**src/rtl/regfile_scoreboard.sv**
```systemverilog
// Register-file scoreboard: tracks pending writes per register, answers source
// busy queries with same-cycle writeback bypass, and drives a registered one-hot write enable.
module regfile_scoreboard #(
  parameter int unsigned ADDR_W      = 5,
  parameter bit          ZERO_REG_EN = 1'b1
) (
  input  logic                     clk,
  input  logic                     reset_n,
  input  logic                     issue_valid,
  input  logic [ADDR_W-1:0]        issue_rd,
  input  logic                     wb_valid,
  input  logic [ADDR_W-1:0]        wb_rd,
  input  logic [ADDR_W-1:0]        src_a,
  input  logic [ADDR_W-1:0]        src_b,
  output logic                     busy_a,
  output logic                     busy_b,
  output logic                     issue_stall,
  output logic [(2**ADDR_W)-1:0]   we_onehot,
  output logic [(2**ADDR_W)-1:0]   pending,
  output logic [ADDR_W:0]          pending_count,
  output logic                     wb_err
);

  localparam int unsigned NUM_REGS = 2**ADDR_W;

  function automatic logic [NUM_REGS-1:0] decode(input logic [ADDR_W-1:0] addr);
    logic [NUM_REGS-1:0] v;
    v = '0;
    for (int unsigned i = 0; i < NUM_REGS; i++) begin
      if (addr == ADDR_W'(i)) v[i] = 1'b1;
    end
    return v;
  endfunction

  logic [NUM_REGS-1:0] r_pending;
  logic [NUM_REGS-1:0] r_we_onehot;
  logic [ADDR_W:0]     r_count;
  logic                r_wb_err;

  logic [NUM_REGS-1:0] w_zero_mask;
  logic [NUM_REGS-1:0] w_wb_hit;
  logic [NUM_REGS-1:0] w_wb_eff;
  logic [NUM_REGS-1:0] w_issue_set;
  logic [NUM_REGS-1:0] w_pending_nxt;
  logic                w_issue_stall;
  logic                w_issue_acc;
  logic                w_wb_clr;
  logic                w_wb_err;
  logic [ADDR_W:0]     w_count_nxt;

  // The zero register is folded into a mask so every hazard term excludes it uniformly.
  assign w_zero_mask = {ZERO_REG_EN, {(NUM_REGS-1){1'b0}}};

  always_comb begin
    w_wb_hit      = wb_valid ? decode(wb_rd) : '0;
    w_wb_eff      = w_wb_hit & ~w_zero_mask;
    w_issue_stall = issue_valid & r_pending[issue_rd] & ~w_wb_hit[issue_rd]
                    & ~w_zero_mask[issue_rd];
    w_issue_acc   = issue_valid & ~w_issue_stall & ~w_zero_mask[issue_rd];
    w_issue_set   = w_issue_acc ? decode(issue_rd) : '0;
    // Clear-then-set: a same-cycle writeback and issue to one register leaves it pending.
    w_pending_nxt = ((r_pending & ~w_wb_hit) | w_issue_set) & ~w_zero_mask;
    w_wb_clr      = |(w_wb_eff & r_pending);
    w_wb_err      = wb_valid & ~r_pending[wb_rd] & ~w_zero_mask[wb_rd];
    w_count_nxt   = r_count + (ADDR_W+1)'(w_issue_acc) - (ADDR_W+1)'(w_wb_clr);
  end

  always_ff @(posedge clk or negedge reset_n) begin
    if (!reset_n) begin
      r_pending   <= '0;
      r_we_onehot <= '0;
      r_count     <= '0;
      r_wb_err    <= 1'b0;
    end else begin
      r_pending   <= w_pending_nxt;
      r_we_onehot <= w_wb_eff;
      r_count     <= w_count_nxt;
      r_wb_err    <= w_wb_err;
    end
  end

  assign busy_a        = r_pending[src_a] & ~w_wb_hit[src_a] & ~w_zero_mask[src_a];
  assign busy_b        = r_pending[src_b] & ~w_wb_hit[src_b] & ~w_zero_mask[src_b];
  assign issue_stall   = w_issue_stall;
  assign we_onehot     = r_we_onehot;
  assign pending       = r_pending;
  assign pending_count = r_count;
  assign wb_err        = r_wb_err;

endmodule

```
**config.mk**
```make
export PLATFORM = sky130hd
export DESIGN_NAME = regfile_scoreboard
export DESIGN_NICKNAME = d
export VERILOG_FILES = /design/src/rtl/regfile_scoreboard.sv
export SDC_FILE = /design/constraint.sdc
export NUM_CORES = 1
export LEC_CHECK = 0
export CAP_MARGIN = 20
export CORE_ASPECT_RATIO = 1.75
export CORE_MARGIN = 1.5
export CORE_UTILIZATION = 38
export CTS_BUF_LIST = sky130_fd_sc_hd__clkbuf_8
export CTS_CLUSTER_SIZE = 25
export DETAILED_ROUTE_END_ITERATION = 12
export PLACE_DENSITY = 0.66
export SLEW_MARGIN = 5
export SYNTH_ARGS = -nofsm -noshare
export SYNTH_HDL_FRONTEND = slang
export SYNTH_SLANG_ARGS = --single-unit
```
**constraint.sdc**
```tcl
create_clock -name clk -period 3.2 [get_ports clk]
set_clock_uncertainty 0.05 [all_clocks]
set_input_delay 0.64 -clock clk [delete_from_list [all_inputs] [get_ports clk]]
set_output_delay 0.64 -clock clk [all_outputs]
set_load 0.01 [all_outputs]
```
==> flow_summary.toml <==
[outcome]
status = "finished, violations left"
violations = "setup timing"

[worst_setup_path]
crit_buf_inv = 5
critPathMaxStageDelay_ns = 0.52
ff2ff_path_depth = 12
reg2reg_to = "pending_count[4]$_DFF_PN0_"
crit_family = "simple AND/OR/NAND/NOR gates"
crit_slowest_cell = "or4_4"
cp.arrival_ns = 3.45
crit_fanout = 6
r2r-start = "pending[25]$_DFF_PN0_"
cpMostUsedCell = "buf_6"
start_kind = "input pin"
required_ns = 3.44
path_cells = "buf_6 -> buf_6 -> nand4b_1 -> buf_6 -> buf_6 -> nor3_1 -> a21oi_1 -> nand4_1 -> or4_4 -> ha_4 -> inv_2 -> ha_4 -> fa_2 -> a21o_1 -> a21oi_2 -> xnor2_1"
end_kind = "flip-flop"
rrSetupSlack_ns = -0.01
critical_path_class = "in2reg"

[clock_tree]
hold_buffers = 0
clk_path_buf_depth = 2
clkTransAtPathRegs_ns = 0.08
cts_buffers = 9
cts_tree = "done"
insertion_delay_ns = 0.36
htreeDepth = 3
cts-root-buf = "clkbuf_8"
numClockSinks = 69

[placed_design]
dpl-instance-area_um2 = 6160
place_congestion = 1.01
io_buffers = 95
dpl.hpwl_mm = 12.4
pre_cts_ws_ns = -0.859

[pwr]
switching_share = 0.337
comb_power_share = 0.460
peakVddDrop_v = 0.000524
p_total_mw = 3.75
p_seq_frac = 0.314
pwr-share-clk = 0.225
power_density_nw_per_um2 = 562
internal-power_mw = 2.49
leakagePower_nw = 2.94
p_sw_mw = 1.27

[floorplanning]
num_rows = 51
coreArea_um2 = 11000
ios = 98
initial_core_util = 0.389
die-height_um = 144
die_area_um2 = 12000
die_w_um = 83.3

[logic_synthesis]
ys_types = 56
synth_seq_area_share = 0.402
synth_ff_type = "dfrtp_1"
ys_ff_latch = 69
synthCells = 430
async_flop_share = 1.00
synth_area_um2 = 4290
synth_edf_count = 0
synthTopCellsByArea = "dfrtp_1 (40%), mux4_2 (13%), o21ai_0 (6.9%), mux2i_1 (5.6%), nor2_1 (3.9%)"
synth_area_per_cell_um2 = 9.98
yosysTopAreaCellShare = 0.402
ys_warn_count = 0
yosysTopAreaCell = "dfrtp_1"

[layout]
regArea_um2 = 1730
nNetsFinal = 664
utilization = 0.605
diodes = 0
stdcell_area_um2 = 6680
fill_cells = 937
drive_above_1_share = 0.332
multiInputGateArea_um2 = 2470
syn_to_final_growth_pct = 55.7

[grt]
track_usage = 0.272
grt_remaining_overflow = 0
grt_pass1_wl_mm = 24.5
grt_pass1_vias = 4575
antenna_found_initial = 0
grt_max_degree = 29

[job]
max-cap-violations = 0

[routing]
wirelength_mm = 15.9
firstDrtPassIters = 7
wl_per_cell_um = 20.6
route.detailed.drc = 0
drt_iter0_drc = 335
drt-vias-per-instance = 5.76
antenna_left = 0
vias = 4438

[worst_hold_path]
hp-class = "in2async"

[timing]
setup_viol = 1
fin_crit_sh = 1.01
finalHoldViolations = 0
finalCriticalPeriod_ns = 3.22
worst_pin_slew_ns = 0.504
max_freq_mhz = 311
setup_tns_ns = -0.0162
slew_viol_final = 0
rsz0062_at_grt = "true"
slew_headroom = 0.664
layout_setup_ws_ns = -0.0162
cells by family after synthesis:
kind of cell / count (synthesis) / synth area share
AOI/OAI and AO/OA: 110 / 0.155
xor gates and xnor gates: 13 / 0.0265
adders and majority gates: 7 / 0.0222
buffers and inverters: 50 / 0.0537
DFF: 69 / 0.402
muxes: 51 / 0.190
other: 1 / 0.000874
and+or+nand+nor: 129 / 0.150
how the worst max path moves through the flow:
stage | from | cells after the start | slack, ns | endpoint
floorplan | wb_rd[3] | 15 | -0.12 | pending_count[4]$_DFF_PN0_
global placement | wb_rd[4] | 14 | -0.83 | pending_count[4]$_DFF_PN0_
detailed placement | wb_valid | 15 | -0.86 | pending_count[4]$_DFF_PN0_
CTS | src_a[0] | 8 | -0.07 | busy_a
global route | pending[25]$_DFF_PN0_ | 12 | -0.11 | pending_count[4]$_DFF_PN0_
finish | wb_rd[3] | 16 | -0.02 | pending_count[4]$_DFF_PN0_
cell usage after synthesis, drive strengths merged (2+ instances only):
cell type  instances
a21oi              9
dfrtp             69
buf               22
o21ai             68
nand4b             4
o211ai             4
ha                 6
nand4bb            2
nand2             27
nor3               7
nor2b             11
clkbuf            15
inv               13
xnor2              7
a22o               3
mux2               3
a22oi              2
mux4              24
nand3b             2
nand3             13
a21o               2
o22ai              3
o2bb2ai            2
nand4              3
nand2b             4
nor2              45
and2               3
nor3b              2
xor2               6
a2bb2oi            2
o2111ai            2
o311ai             2
mux2i             24
o21bai             2
state kept, by name, indices dropped and copies added (netlist names):
signal,flops
pending,31
pending_count,6
wb_err,1
we_onehot,31
per-stage QoR:
step / cells / hold WS, ns
final: 770 / 0.185
after CTS: 768 / 0.196
after detailed placement: 737 / 0.481
after global routing: 770 / 0.219
after floorplan: 431 / 0.294
after global placement: 737 / 0.477
cell usage in the layout (no fill, tap or decap), types with 6 or more instances in the layout:
cell type        synthesis  routed
a21oi_1                  9       7
buf_6                    2      15
mux2i_1                 24      23
nor2_1                  45      43
clkbuf_8                 0       9
o21ai_0                 59      44
nor2b_1                 11      11
buf_2                   13       6
buf_4                    3     115
nand3_1                 12      12
clkdlybuf4s50_1          0      80
xor2_1                   6       6
mux4_2                  24      24
nand2_1                 27      25
dfrtp_1                 69      69
o21ai_1                  9      20
xnor2_1                  7       7
nor3_1                   7       6
inv_1                   13      13
routing by layer:
layer  GRT usage  share of wire
met5           0              0
met4       0.176          0.060
met3      0.0333          0.053
met2       0.504           0.54
met1       0.287           0.35
layout make-up:
cell class | instances | share of cell area
flip-flops and latches | 69 | 0.259
clock inverters | 7 | 0.0172
repair buffers | 228 | 0.304
clock buffers | 9 | 0.0185
well taps | 132 | 0.0247
inverters | 13 | 0.00731
multi-input cells | 312 | 0.370
power by group through the flow:
stage | Clock (mW) | Sequential (mW) | Combinational, mW
3_5_place_dp | 0 | 1.19 | 1.62
5_1_grt | 0.891 | 1.20 | 1.85
4_1_cts | 0.857 | 1.17 | 1.67
2_1_floorplan | 0 | 1.24 | 0.734
3_3_place_gp | 0 | 1.18 | 1.61
6_report | 0.845 | 1.18 | 1.73
timing repair:
action,4_1_cts,5_1_grt
buffers inserted,14,3
cloned,1,0
setup endpoints to repair,8,6
gates resized for setup,86,20
pin swaps,14,16
No activity file was read; power rests on OpenSTA's default activity.
